[src/rtl/sumador_serie_param_pkg.sv]
// Shared types for the digit-serial adder: FSM state encoding.
package sumador_serie_param_pkg;

  typedef enum logic {
    StIdle = 1'b0,
    StRun  = 1'b1
  } state_e;

endpackage

[src/rtl/sumador_digito.sv]
// Combinational DIGIT-bit ripple-carry adder slice; also exposes the carry into its top bit.
module sumador_digito #(
  parameter int unsigned DIGIT = 2
) (
  input  logic [DIGIT-1:0] a,
  input  logic [DIGIT-1:0] b,
  input  logic             cin,
  output logic [DIGIT-1:0] s,
  output logic             cout,
  output logic             ctop
);

  always_comb begin
    logic carry;
    carry = cin;
    s     = '0;
    ctop  = cin;
    for (int i = 0; i < int'(DIGIT); i++) begin
      if (i == int'(DIGIT) - 1) ctop = carry;
      s[i]  = a[i] ^ b[i] ^ carry;
      carry = (a[i] & b[i]) | (a[i] & carry) | (b[i] & carry);
    end
    cout = carry;
  end

endmodule

[src/rtl/sumador_serie_param.sv]
// Digit-serial adder: WIDTH-bit a+b+cin computed DIGIT bits per clock with start/busy/done.
module sumador_serie_param
  import sumador_serie_param_pkg::*;
#(
  parameter int unsigned WIDTH = 8,
  parameter int unsigned DIGIT = 2
) (
  input  logic             clk,
  input  logic             rst,
  input  logic             start,
  input  logic [WIDTH-1:0] a,
  input  logic [WIDTH-1:0] b,
  input  logic             cin,
  output logic             busy,
  output logic             done,
  output logic [WIDTH-1:0] sum,
  output logic             cout,
  output logic             overflow
);

  localparam int unsigned STEPS = WIDTH / DIGIT;
  localparam int unsigned CntW  = $clog2(STEPS + 1);
  localparam logic [CntW-1:0] LastCnt = CntW'(STEPS - 1);

  if (WIDTH % DIGIT != 0) begin : g_bad_digit
    $error("sumador_serie_param: DIGIT must divide WIDTH exactly");
  end

  state_e           state_q, state_d;
  logic [WIDTH-1:0] a_q, a_d, b_q, b_d, acc_q, acc_d;
  logic             carry_q, carry_d;
  logic [CntW-1:0]  cnt_q, cnt_d;
  logic [WIDTH-1:0] sum_q, sum_d;
  logic             cout_q, cout_d, ovf_q, ovf_d, done_q, done_d;

  logic [DIGIT-1:0] dig_sum;
  logic             dig_cout, dig_ctop;

  sumador_digito #(
    .DIGIT(DIGIT)
  ) u_digito (
    .a    (a_q[DIGIT-1:0]),
    .b    (b_q[DIGIT-1:0]),
    .cin  (carry_q),
    .s    (dig_sum),
    .cout (dig_cout),
    .ctop (dig_ctop)
  );

  always_comb begin
    state_d = state_q;
    a_d     = a_q;
    b_d     = b_q;
    acc_d   = acc_q;
    carry_d = carry_q;
    cnt_d   = cnt_q;
    sum_d   = sum_q;
    cout_d  = cout_q;
    ovf_d   = ovf_q;
    done_d  = 1'b0;
    unique case (state_q)
      StIdle: begin
        if (start) begin
          a_d     = a;
          b_d     = b;
          carry_d = cin;
          cnt_d   = '0;
          state_d = StRun;
        end
      end
      StRun: begin
        a_d     = a_q >> DIGIT;
        b_d     = b_q >> DIGIT;
        // New digit enters at the MSB; after STEPS shifts the LSB digit sits at bit 0.
        acc_d   = WIDTH'({dig_sum, acc_q} >> DIGIT);
        carry_d = dig_cout;
        cnt_d   = cnt_q + CntW'(1);
        if (cnt_q == LastCnt) begin
          state_d = StIdle;
          sum_d   = acc_d;
          cout_d  = dig_cout;
          ovf_d   = dig_ctop ^ dig_cout;
          done_d  = 1'b1;
        end
      end
      default: state_d = StIdle;
    endcase
  end

  always_ff @(posedge clk) begin
    if (rst) begin
      state_q <= StIdle;
      a_q     <= '0;
      b_q     <= '0;
      acc_q   <= '0;
      carry_q <= 1'b0;
      cnt_q   <= '0;
      sum_q   <= '0;
      cout_q  <= 1'b0;
      ovf_q   <= 1'b0;
      done_q  <= 1'b0;
    end else begin
      state_q <= state_d;
      a_q     <= a_d;
      b_q     <= b_d;
      acc_q   <= acc_d;
      carry_q <= carry_d;
      cnt_q   <= cnt_d;
      sum_q   <= sum_d;
      cout_q  <= cout_d;
      ovf_q   <= ovf_d;
      done_q  <= done_d;
    end
  end

  assign busy     = (state_q == StRun);
  assign done     = done_q;
  assign sum      = sum_q;
  assign cout     = cout_q;
  assign overflow = ovf_q;

endmodule

[config.mk]
export PLATFORM = sky130hd
export DESIGN_NAME = sumador_serie_param
export DESIGN_NICKNAME = d
export VERILOG_FILES = /design/src/rtl/sumador_serie_param_pkg.sv /design/src/rtl/sumador_digito.sv /design/src/rtl/sumador_serie_param.sv
export SDC_FILE = /design/constraint.sdc
export NUM_CORES = 1
export LEC_CHECK = 0
export BUFFER_PORTS_ARGS = -buffer_cell sky130_fd_sc_hd__buf_2
export CORE_UTILIZATION = 48
export DETAILED_ROUTE_END_ITERATION = 7
export GPL_ROUTABILITY_DRIVEN = 0
export PLACE_DENSITY = 0.79
export SYNTH_ARGS = -nofsm -noshare
export SYNTH_HDL_FRONTEND = slang
export SYNTH_SLANG_ARGS = --single-unit
[constraint.sdc]
create_clock -name clk -period 1.7 [get_ports clk]
set_input_delay 0.17 -clock clk [delete_from_list [all_inputs] [get_ports clk]]
set_output_delay 0.17 -clock clk [all_outputs]
set_load 0.02 [all_outputs]
==> summary.md <==
| Metric | Value |
|---|---|
| Net count after synthesis | `187` |
| Via count | `between 1,000 and 1,500` |
| Initial Util | `between 50% and 60%` |
| Maximum VDD drop | `roughly 0.76 mV` |
| Synth cell types | `24` |
| CTS tree | `yes` |
| Max-cap violations | `0` |
| Overall power | `roughly 2000 uW` |
| Chip height | `60.4 um` |
| Slew @ Worst Pin | `roughly 0.66 ns` |
| Worst-path maximum fanout | `3` |
| Synthesized-area fraction occupied by adder cells | `under 10%` |
| Final Hold Vio Count | `0` |
| Fmax | `between 0.6 and 0.7 GHz` |
| Number of global-route vias before repair | `1,192` |
| Final Critical Period | `approximately 1.6 ns` |
| Detailed Route WL | `~3000 um` |
| Synth top area share | `a little under half` |
| Critical Path RT | `1.96 ns` |
| Area growth from synthesis to layout | `17.6%` |
| Synth cell count leaders | `dfxtp_1 (38), mux2i_1 (21), a211oi_1 (18)` |
| Mapped Area | `roughly 1600 um^2` |
| Full die area | `approximately 3600 um^2` |
| Drt first-iter violations | `31` |
| Start point of the critical path | `a_q[0]$_SDFFE_PP0P_` |
| Max-slew violation count | `0` |
| FF-to-FF Start | `a_q[0]$_SDFFE_PP0P_` |
| Post-DP HPWL | `around 2200 um` |
| Footprint of the multi-input gates | `approximately 770 um^2` |
| Cell count after synthesis | `between 150 and 200` |
| RSZ-0062 raised after global routing | `false` |
| Relative slew slack | `55.9%` |
| Pwr/cell area | `~1000 nW/um^2` |
| Compound-gate portion of the synthesized area | `16.7%` |
| #FFs+latches synth | `38` |
| Placed Area | `approximately 1800 um^2` |
| Initial antenna violation count | `0` |
| Pleak | `around 0.00083 uW` |
| Ranking of synthesized cells by area | `dfxtp_1 (46%), mux2i_1 (13%), a211oi_1 (8.3%)` |
| Final Instance Count excl. Fillers | `237` |
| CTS buffer count | `5` |
| Die Span X | `just over 60 um` |
| IO buf count | `31` |
| Synth warnings | `0` |
| Fin area | `a little under 2000 um^2` |
| Fill count | `277` |
| Core area | `between 3000 and 4000 um^2` |
| Residual DRC count | `0` |
| Final period util | `95.3%` |
| Site Rows | `20` |
| Final ANT Viol Nets | `0` |
| First-pass GRT wire length | `5210 um` |
| Element type at the critical path start | `flop` |
| Clock sink total | `38` |
| Ys flop type | `dfxtp_1` |
| Worst Skew | `approximately 0.0055 ns` |
| First-pass detailed-route iteration total | `4` |
| Hold_sp | `b[6]` |
| CTS max path bufs | `2` |
| Clk pin slew, worst setup/hold paths | `approximately 0.11 ns` |
| Synth Area in XOR/XNOR | `less than 1%` |
| Post-synthesis simple-gate area fraction | `12.9%` |
| Multiplexer share of the synthesized area | `approximately 13%` |
| Fraction of registers with async set/reset | `0%` |
| Nature of the critical path endpoint | `flop` |
| Largest net degree at the start of global routing | `39` |
| # H-tree levels | `2` |
| Most common cell in the netlist | `dfxtp_1` |
| Critical path data arrival time | `around 1.9 ns` |
| Gr usage total | `around a fifth` |
| Final setup viols | `0` |
| Post-CTS setup buffer count | `0` |
| EDFF count, synth | `0` |
| Hold crit path type | `input pin to flop` |
| Cell taking the most area after synthesis | `dfxtp_1` |
| Avg Cell Area, Syn | `10.0 um^2` |
| Root buf cell | `clkbuf_4` |
| GRT overflow | `0` |
| Drt wl/cell | `roughly 13 um` |
| Ports | `32` |
| Vias per cell | `around 5.3` |
| Sequential Area | `around 760 um^2` |
| Main combinational cell family by area after synthesis | `compound AO/OA/AOI/OAI gates` |
| Fraction of layout cells with a size suffix above 1 | `between 20% and 30%` |
| Post-Place Cells | `229` |
| Status | `finished clean` |
| Setup TNS | `0 ns` |
| Critical Setup Path Class | `flop to flop` |
| Sequential fraction of the synthesis area | `between 40% and 50%` |
| Final Net Count | `between 200 and 250` |
| Ant. Diodes | `0` |
| Worst-Skew Late Latency | `around 0.34 ns` |
| Post-layout util | `61.1%` |
[cell families after synthesis]
kind of cell | after synthesis
compound gates | 39
simple gates | 38
flops | 38
buf+inv | 22
mux | 21
fa+ha+maj | 4
xor+xnor | 1
[flip-flops by register name, summed over array words and instances, names as in the netlist]
signal / cells
carry_q: 1
done: 1
b_q: 8
a_q: 8
acc_q: 6
sum: 8
busy: 1
overflow: 1
cout: 1
cnt_q: 3
[where the power goes]
group	switching, uW	internal [uW]	total [uW]
clock network	295	498	793
logic	109	99.5	209
registers	29.6	934	964
total	434	1530	1970
[metrics by stage]
step / setup slack [ns] / hold WS (ns)
2_1_floorplan: 0.0433 / 0.356
3_3_place_gp: 0.0287 / 0.451
3_5_place_dp: -0.0437 / 0.470
4_1_cts: 0.0364 / 0.116
5_1_grt: 0.0106 / 0.148
6_report: 0.0796 / 0.120
[cell usage in the layout (no fill, tap or decap)]
| master | n |
|---|---|
| clkbuf_8 | 1 |
| a21oi_1 | 14 |
| inv_1 | 7 |
| a211oi_1 | 18 |
| nor2_1 | 7 |
| buf_4 | 6 |
| nor3_1 | 5 |
| xnor2_1 | 1 |
| ha_1 | 2 |
| or3b_1 | 2 |
| nand2b_1 | 2 |
| mux2i_1 | 21 |
| bufinv_16 | 2 |
| clkbuf_4 | 5 |
| nand2_1 | 1 |
| dfxtp_1 | 38 |
| or3b_2 | 1 |
| and2_0 | 1 |
| a21bo_2 | 6 |
| a21o_1 | 1 |
| buf_2 | 31 |
| nand3_1 | 6 |
| fa_2 | 2 |
| nor2b_1 | 13 |
[layer usage]
metal  up-vias  routed length [um]  global-route usage (%)
met4         0                  21                    4.22
li1        624                   -                       -
met2        24                1530                    33.6
met1       596                1390                    23.1
met5         -                   0                       0
met3         3                 111                    5.97
[worst max-delay path, stage by stage (launching register included)]
cell	delay, ns
dfxtp_1	0.35
inv_1	0.06
fa_2	0.41
fa_2	0.40
xnor2_1	0.14
a211oi_1	0.20
[final timing paths]
path / end / slack (ns) / depth (start not counted)
worst min register to register: sum[1]$_SDFFE_PP0P_ / 0.49 / 2
worst min-delay path: b_q[6]$_SDFFE_PP0P_ / 0.12 / 3
worst max register to register: overflow$_SDFFE_PP0P_ / 0.08 / 5
worst max-delay path: overflow$_SDFFE_PP0P_ / 0.08 / 5
[what timing repair did]
item | CTS | global route
endpoints found under the setup margin | 1 | 1
resized for setup | 2 | 0
pin swaps | 1 | 1
hold endpoints to repair | 0 | 0
hold buffers | 0 | 0
[layout make-up]
type | instances | area share [%]
clock buffers | 6 | 2.66
inverters | 7 | 1.36
clock inverters | 2 | 3.12
repair buffers | 37 | 10.4
multi-input cells | 103 | 40.1
flip-flops and latches | 38 | 39.5
well taps | 44 | 2.86
No activity file was read; power rests on OpenSTA's default activity.
